<file path="config.mk">
export PLATFORM = sky130hd
export DESIGN_NAME = uart_cmd_parser_flat
export DESIGN_NICKNAME = d
export VERILOG_FILES = /design/src/rtl/uart_cmd_pkg.sv /design/src/rtl/uart_cmd_parser_if.sv /design/src/rtl/cmd_payload_buf.sv /design/src/rtl/uart_cmd_parser.sv /design/src/flat_wrapper.sv
export SDC_FILE = /design/constraint.sdc
export NUM_CORES = 1
export LEC_CHECK = 0
export ABC_AREA = 1
export CAP_MARGIN = 30
export CORE_MARGIN = 2
export CORE_UTILIZATION = 25
export DETAILED_ROUTE_END_ITERATION = 6
export PLACE_DENSITY = 0.49
export SLEW_MARGIN = 20
export SYNTH_ARGS = -nofsm -noshare
export SYNTH_HDL_FRONTEND = slang
export SYNTH_HIERARCHICAL = 1
export SYNTH_SLANG_ARGS = --single-unit
</file>
<file path="constraint.sdc">
create_clock -name clk -period 3.2 [get_ports clk]
set_input_delay 0.64 -clock clk [delete_from_list [all_inputs] [get_ports clk]]
set_output_delay 0.64 -clock clk [all_outputs]
set_load 0.01 [all_outputs]
</file>
<file path="src/rtl/uart_cmd_pkg.sv">
// rtl/uart_cmd_pkg.sv - shared framing constants, state encoding and error-flag positions
package uart_cmd_pkg;

    localparam logic [7:0] SYNC_BYTE = 8'hA5;

    typedef enum logic [2:0] {
        IDLE    = 3'd0,
        CMD     = 3'd1,
        LEN     = 3'd2,
        PAYLOAD = 3'd3,
        CHK     = 3'd4,
        HOLD    = 3'd5
    } state_t;

    localparam int ERR_CHECKSUM = 0;
    localparam int ERR_LEN      = 1;
    localparam int ERR_OVERRUN  = 2;
    localparam int ERR_TIMEOUT  = 3;
    localparam int ERR_W        = 4;

endpackage

</file>
<file path="src/rtl/uart_cmd_parser_if.sv">
// rtl/uart_cmd_parser_if.sv - byte input, command handshake, payload read and error pulses
interface uart_cmd_parser_if #(
    parameter int MAX_PAYLOAD = 16,
    parameter int LEN_W       = 8
);
    localparam int AW = $clog2(MAX_PAYLOAD);

    logic [7:0]       rx_data;
    logic             rx_ready;
    logic             cmd_valid;
    logic             cmd_ready;
    logic [7:0]       cmd_id;
    logic [LEN_W-1:0] cmd_len;
    logic [AW-1:0]    pl_addr;
    logic [7:0]       pl_data;
    logic             err_checksum;
    logic             err_len;
    logic             err_overrun;
    logic             err_timeout;

    // Parser side
    modport slave (
        input  rx_data, rx_ready, cmd_ready, pl_addr,
        output cmd_valid, cmd_id, cmd_len, pl_data,
        output err_checksum, err_len, err_overrun, err_timeout
    );

    // Receiver / command-logic side
    modport master (
        output rx_data, rx_ready, cmd_ready, pl_addr,
        input  cmd_valid, cmd_id, cmd_len, pl_data,
        input  err_checksum, err_len, err_overrun, err_timeout
    );

endinterface

</file>
<file path="src/rtl/cmd_payload_buf.sv">
// rtl/cmd_payload_buf.sv - payload register file, synchronous write, asynchronous read
module cmd_payload_buf #(
    parameter int DEPTH = 16,
    parameter int AW    = $clog2(DEPTH)
) (
    input  logic          clk,
    input  logic          we_i,
    input  logic [AW-1:0] waddr_i,
    input  logic [7:0]    wdata_i,
    input  logic [AW-1:0] raddr_i,
    output logic [7:0]    rdata_o
);

    logic [7:0] mem_q [DEPTH];

    // Store one payload byte; contents survive frame aborts
    always_ff @(posedge clk) begin
        if (we_i) begin
            mem_q[waddr_i] <= wdata_i;
        end
    end

    assign rdata_o = mem_q[raddr_i];

endmodule

</file>
<file path="src/rtl/uart_cmd_parser.sv">
// rtl/uart_cmd_parser.sv - sync-hunting command framer; optional inter-byte timeout via UART_CMD_PARSER_TIMEOUT_EN
module uart_cmd_parser #(
    parameter int         MAX_PAYLOAD  = 16,
    parameter int         LEN_W        = 8,
    parameter logic [7:0] SYNC_BYTE    = uart_cmd_pkg::SYNC_BYTE,
    parameter int         TIMEOUT_CLKS = 50000
) (
    input  logic                clk,
    input  logic                rst_n,
    uart_cmd_parser_if.slave    bus
);
    import uart_cmd_pkg::*;

    localparam int         AW      = $clog2(MAX_PAYLOAD);
    localparam logic [8:0] MAX_LEN = 9'(MAX_PAYLOAD);

    // Length byte is 8 bits and the idle counter is 16 bits wide
    if (MAX_PAYLOAD < 2 || MAX_PAYLOAD > 255) begin : g_bad_max_payload
        $error("uart_cmd_parser: MAX_PAYLOAD must be within 2..255");
    end
    if (TIMEOUT_CLKS < 2 || TIMEOUT_CLKS > 65536) begin : g_bad_timeout
        $error("uart_cmd_parser: TIMEOUT_CLKS must be within 2..65536");
    end

    state_t           state_q, state_d;
    logic [7:0]       cmd_id_q, cmd_id_d;
    logic [LEN_W-1:0] cmd_len_q, cmd_len_d;
    logic [7:0]       chk_q, chk_d;
    logic [AW-1:0]    idx_q, idx_d;
    logic [ERR_W-1:0] err_q, err_d;
    logic             buf_we;
    logic             tmo_hit;

`ifdef UART_CMD_PARSER_TIMEOUT_EN
    localparam logic [15:0] TMO_LAST = 16'(TIMEOUT_CLKS - 1);

    logic [15:0] tmo_q, tmo_d;
    logic        tmo_active;

    assign tmo_active = (state_q == CMD) || (state_q == LEN) ||
                        (state_q == PAYLOAD) || (state_q == CHK);
    assign tmo_hit    = tmo_active && !bus.rx_ready && (tmo_q == TMO_LAST);

    // Idle-gap counter: restarts on every byte, parked at zero outside a frame
    always_comb begin
        tmo_d = '0;
        if (tmo_active && !bus.rx_ready && !tmo_hit) begin
            tmo_d = tmo_q + 16'd1;
        end
    end

    // Idle-gap counter register
    always_ff @(posedge clk or negedge rst_n) begin
        if (!rst_n) begin
            tmo_q <= '0;
        end else begin
            tmo_q <= tmo_d;
        end
    end
`else
    assign tmo_hit = 1'b0;
`endif

    // Frame FSM: next state, field capture, running checksum and error pulses
    always_comb begin
        state_d   = state_q;
        cmd_id_d  = cmd_id_q;
        cmd_len_d = cmd_len_q;
        chk_d     = chk_q;
        idx_d     = idx_q;
        err_d     = '0;
        buf_we    = 1'b0;

        if (tmo_hit) begin
            state_d            = IDLE;
            err_d[ERR_TIMEOUT] = 1'b1;
        end else if (bus.rx_ready) begin
            unique case (state_q)
                IDLE: begin
                    if (bus.rx_data == SYNC_BYTE) begin
                        state_d = CMD;
                        chk_d   = '0;
                    end
                end
                CMD: begin
                    cmd_id_d = bus.rx_data;
                    chk_d    = bus.rx_data;
                    state_d  = LEN;
                end
                LEN: begin
                    if ({1'b0, bus.rx_data} > MAX_LEN) begin
                        err_d[ERR_LEN] = 1'b1;
                        state_d        = IDLE;
                    end else begin
                        chk_d     = chk_q ^ bus.rx_data;
                        cmd_len_d = LEN_W'(bus.rx_data);
                        idx_d     = '0;
                        state_d   = (bus.rx_data == 8'd0) ? CHK : PAYLOAD;
                    end
                end
                PAYLOAD: begin
                    buf_we = 1'b1;
                    chk_d  = chk_q ^ bus.rx_data;
                    idx_d  = idx_q + AW'(1);
                    if (LEN_W'(idx_q) + LEN_W'(1) == cmd_len_q) begin
                        state_d = CHK;
                    end
                end
                CHK: begin
                    if (bus.rx_data == chk_q) begin
                        state_d = HOLD;
                    end else begin
                        err_d[ERR_CHECKSUM] = 1'b1;
                        state_d             = IDLE;
                    end
                end
                HOLD: begin
                    // A byte arriving with the handshake starts the next hunt at once
                    if (bus.cmd_ready) begin
                        if (bus.rx_data == SYNC_BYTE) begin
                            state_d = CMD;
                            chk_d   = '0;
                        end else begin
                            state_d = IDLE;
                        end
                    end else begin
                        err_d[ERR_OVERRUN] = 1'b1;
                    end
                end
                default: state_d = IDLE;
            endcase
        end else if (state_q == HOLD && bus.cmd_ready) begin
            state_d = IDLE;
        end
    end

    // Frame FSM state and captured fields
    always_ff @(posedge clk or negedge rst_n) begin
        if (!rst_n) begin
            state_q   <= IDLE;
            cmd_id_q  <= '0;
            cmd_len_q <= '0;
            chk_q     <= '0;
            idx_q     <= '0;
            err_q     <= '0;
        end else begin
            state_q   <= state_d;
            cmd_id_q  <= cmd_id_d;
            cmd_len_q <= cmd_len_d;
            chk_q     <= chk_d;
            idx_q     <= idx_d;
            err_q     <= err_d;
        end
    end

    cmd_payload_buf #(
        .DEPTH (MAX_PAYLOAD),
        .AW    (AW)
    ) u_buf (
        .clk     (clk),
        .we_i    (buf_we),
        .waddr_i (idx_q),
        .wdata_i (bus.rx_data),
        .raddr_i (bus.pl_addr),
        .rdata_o (bus.pl_data)
    );

    assign bus.cmd_valid    = (state_q == HOLD);
    assign bus.cmd_id       = cmd_id_q;
    assign bus.cmd_len      = cmd_len_q;
    assign bus.err_checksum = err_q[ERR_CHECKSUM];
    assign bus.err_len      = err_q[ERR_LEN];
    assign bus.err_overrun  = err_q[ERR_OVERRUN];
    assign bus.err_timeout  = err_q[ERR_TIMEOUT];

endmodule
</file>
<file path="src/flat_wrapper.sv">
// flat-port wrapper written by rule: the top's interface ports become plain ports
module uart_cmd_parser_flat import uart_cmd_pkg::*;
#(
    parameter int         MAX_PAYLOAD  = 16,
    parameter int         LEN_W        = 8,
    parameter logic [7:0] SYNC_BYTE    = uart_cmd_pkg::SYNC_BYTE,
    parameter int         TIMEOUT_CLKS = 50000
)
  (clk, rst_n, bus_rx_data, bus_rx_ready, bus_cmd_ready, bus_pl_addr, bus_cmd_valid, bus_cmd_id, bus_cmd_len, bus_pl_data, bus_err_checksum, bus_err_len, bus_err_overrun, bus_err_timeout);
  uart_cmd_parser_if #(.MAX_PAYLOAD(MAX_PAYLOAD), .LEN_W(LEN_W)) bus_i ();
  input  logic clk;
  input  logic rst_n;
  input wire logic [$bits(bus_i.rx_data)-1:0] bus_rx_data;
  input wire logic [$bits(bus_i.rx_ready)-1:0] bus_rx_ready;
  input wire logic [$bits(bus_i.cmd_ready)-1:0] bus_cmd_ready;
  input wire logic [$bits(bus_i.pl_addr)-1:0] bus_pl_addr;
  output wire logic [$bits(bus_i.cmd_valid)-1:0] bus_cmd_valid;
  output wire logic [$bits(bus_i.cmd_id)-1:0] bus_cmd_id;
  output wire logic [$bits(bus_i.cmd_len)-1:0] bus_cmd_len;
  output wire logic [$bits(bus_i.pl_data)-1:0] bus_pl_data;
  output wire logic [$bits(bus_i.err_checksum)-1:0] bus_err_checksum;
  output wire logic [$bits(bus_i.err_len)-1:0] bus_err_len;
  output wire logic [$bits(bus_i.err_overrun)-1:0] bus_err_overrun;
  output wire logic [$bits(bus_i.err_timeout)-1:0] bus_err_timeout;
  assign bus_i.rx_data = bus_rx_data;
  assign bus_i.rx_ready = bus_rx_ready;
  assign bus_i.cmd_ready = bus_cmd_ready;
  assign bus_i.pl_addr = bus_pl_addr;
  assign bus_cmd_valid = bus_i.cmd_valid;
  assign bus_cmd_id = bus_i.cmd_id;
  assign bus_cmd_len = bus_i.cmd_len;
  assign bus_pl_data = bus_i.pl_data;
  assign bus_err_checksum = bus_i.err_checksum;
  assign bus_err_len = bus_i.err_len;
  assign bus_err_overrun = bus_i.err_overrun;
  assign bus_err_timeout = bus_i.err_timeout;
  uart_cmd_parser #(.MAX_PAYLOAD(MAX_PAYLOAD), .LEN_W(LEN_W), .SYNC_BYTE(SYNC_BYTE), .TIMEOUT_CLKS(TIMEOUT_CLKS)) u_core (.clk(clk), .rst_n(rst_n), .bus(bus_i));
endmodule
</file>
==> flow_summary.ini <==
[timing]
timing_max_transition_violations_final = 0
final.hold.worst_slack_ns = 0.291
max_slew.worst_pin.slew_ns = 0.781
timing_hold_violations_final = 0
timing.final.crit_share_pct = 95.8
timing.final.setup_violations = 0
final_period_minus_worst_setup_slack_ns = 3.07
rsz_0062_raised_after_global_routing = no
finalClockSkew_ns = 0.0131
timing.fmax_mhz = 326
fin_tns_setup_ns = 0
max-slew-margin-rel_pct = 47.9

[synth]
synth_sequential_area_ratio_pct = 62.7
synthesis.yosys.warnings = 6
syn_area_per_cell_um2 = 9.45
synth.lib_cells_used.distinct = 29
syn_nets = 809
ys_seq_elements = 162
synth_cells = 792
synth.cell_area_mm2 = 0.00748

[clocking]
post_cts_buffers = 0
insertion_delay_ns = 0.43
cts_tree = done
h-tree-depth = 4
clock_sink_count = 162
ctsHoldBuffers = 0
max_clock_buf_depth = 2
cts_inserted_buffers = 17
cts_resized = 0
cts.root.buffer_cell = clkbuf_16
clock_pin_slew_on_the_worst_setup_and_hold_paths_ns = 0.07

[critical_path]
critical_path.startpoint_type = primary input
timing.reg2reg.setup_slack_ns = 1.12
r2r_start = u_core/state_q[0]$_DFFE_PN0P_
worst-endpoint-required_ns = 2.56
r2r_cells = 7
timing.setup.critical_path_class = primary input to output port
crit_fanout = 32
end_kind = output port
timing.rr.end = u_core/u_buf/mem_q[5][2]$_DFFE_PP_
cp_data_arrival_time_ns = 2.43

[routing]
route.final.wire_length_um = 20400
detailedRoute.firstIterationViolations = 508
post_drt_via_cell_ratio = 4.29
antenna_left = 0
via_count = 5426
routedWlPerCell_um = 16.1
tritonroute_pass_1_iters = 5
drc_errors_left = 0

[global_routing]
track_usage_pct = 13.6
first_global_vias = 5274
grt_pass1_wl_um = 31600
maximum_number_of_pins_on_one_net_before_global_route_repair = 39
global_route.overflow_total = 0
number_of_antenna_violations_at_the_first_check_in_global_routing = 0

[floorplanning]
start_util_pct = 25.3
rows = 63
fp.dieW_um = 177
design.core.area_mm2 = 0.0296
io_pins = 45
die_area_mm2 = 0.0313
die_h_um = 177

[power]
static-leakage-power_uw = 0.00395
worst_ir_drop_vdd_uv = 312
design_power_total_uw = 5840
pwr_density_cell_mw_per_mm2 = 638

[cells_and_area]
layout_common_cells = nand2_1 (253), inv_1 (128), edfxtp_1 (128), nand3_1 (105), clkdlybuf4s50_1 (41)
post_route_cells_drive_above_1_share_pct = 11.3
mostFrequentLayoutCell = nand2_1
fin_nets = 880
area_growth_pct = 22.2
fin_cells = 1266
diodes = 0
filler_cell_count = 3122

[place]
portBuffers = 43
dp_cells = 1234
place_congestion = 0.848
place_hpwl_um = 14400

[run_status]
outcome = complete, no violations

[job]
max-cap-violations = 0

[hold_path]
hp-class = primary input to async pin
registers in the layout (all words and copies together) (netlist names):
name	count
u_core/u_buf/mem_q	128
u_core/idx_q	4
u_core/bus.cmd_id	8
u_core/bus.cmd_len	8
u_core/err_q	3
u_core/chk_q	8
u_core/state_q	3
synthesized netlist by cell type, drive strengths merged:
library cell / instances / area, um2
nand3: 105 / 526
buf: 29 / 200
o21ai: 28 / 151
edfxtp: 128 / 3840
inv: 136 / 510
dfrtp: 34 / 851
xor2: 1 / 8.76
conb: 1 / 3.75
nand2: 264 / 1030
o22ai: 10 / 62.6
nor2: 38 / 160
xnor2: 4 / 35.0
nand4: 4 / 25.0
nand3b: 2 / 15.0
a211oi: 1 / 7.51
a21oi: 5 / 32.5
nor3: 1 / 10.0
ha: 1 / 12.5
cell type report:
cell class / instances / area (um2) / area share, %
Tap cell: 390 / 488 / 5.34
Inverter: 136 / 510 / 5.58
Sequential cell: 162 / 4690 / 51.3
Clock inverter: 15 / 193 / 2.11
Clock buffer: 17 / 425 / 4.65
Multi-Input combinational cell: 465 / 2080 / 22.7
Timing Repair Buffer: 81 / 756 / 8.26
worst max-delay path, stage by stage:
cell	delay (ns)
clkdlybuf4s50_1	0.55
buf_12	0.21
nand3_1	0.13
nand3_1	0.10
nand3_1	0.11
nand2_1	0.13
clkdlybuf4s50_1	0.54
worst max path at each step:
| stage | slack [ns] | to | start |
|---|---|---|---|
| final | 0.13 | bus_pl_data[6] | bus_pl_addr[1] |
| after global routing | 0.06 | bus_pl_data[6] | bus_pl_addr[1] |
| after CTS | 0.13 | bus_pl_data[6] | bus_pl_addr[1] |
| after detailed placement | 0.14 | bus_pl_data[6] | bus_pl_addr[1] |
| after global placement | 0.15 | bus_pl_data[6] | bus_pl_addr[1] |
| after floorplan | 1.23 | bus_pl_data[5] | bus_pl_addr[1] |
stage by stage:
step           util (%)  setup slack, ns  instance area (um2)
6_report           30.9            0.135                 9150
5_1_grt            30.9           0.0640                 9150
4_1_cts            30.9            0.134                 9150
3_5_place_dp       28.8            0.139                 8530
3_3_place_gp       28.8            0.145                 8530
2_1_floorplan         -             1.23                 7480
kinds of logic (layout without fill, tap and decap cells):
kind of cell    after synthesis  in the layout  share of synthesized area [%]
flops                       162            162                           62.7
xor+xnor                      5              5                          0.585
compound gates               44             44                           3.39
simple gates                414            414                           23.6
other cells                   1              1                         0.0501
fa+ha+maj                     1              1                          0.167
buf+inv                     165            249                           9.50
routing by layer:
metal | vias up | wire, um | track usage, %
met5 | - | 0 | 0
met2 | 164 | 9310 | 21.0
met3 | 34 | 1020 | 2.51
li1 | 2686 | - | -
met1 | 2542 | 9380 | 18.8
met4 | 0 | 677 | 5.96
power breakdown:
part	total (uW)	internal, uW	switching [uW]
registers	2570	2430	142
clock network	2140	1250	893
logic	1120	444	680
total	5840	4120	1710
No activity file was read; power rests on OpenSTA's default activity.
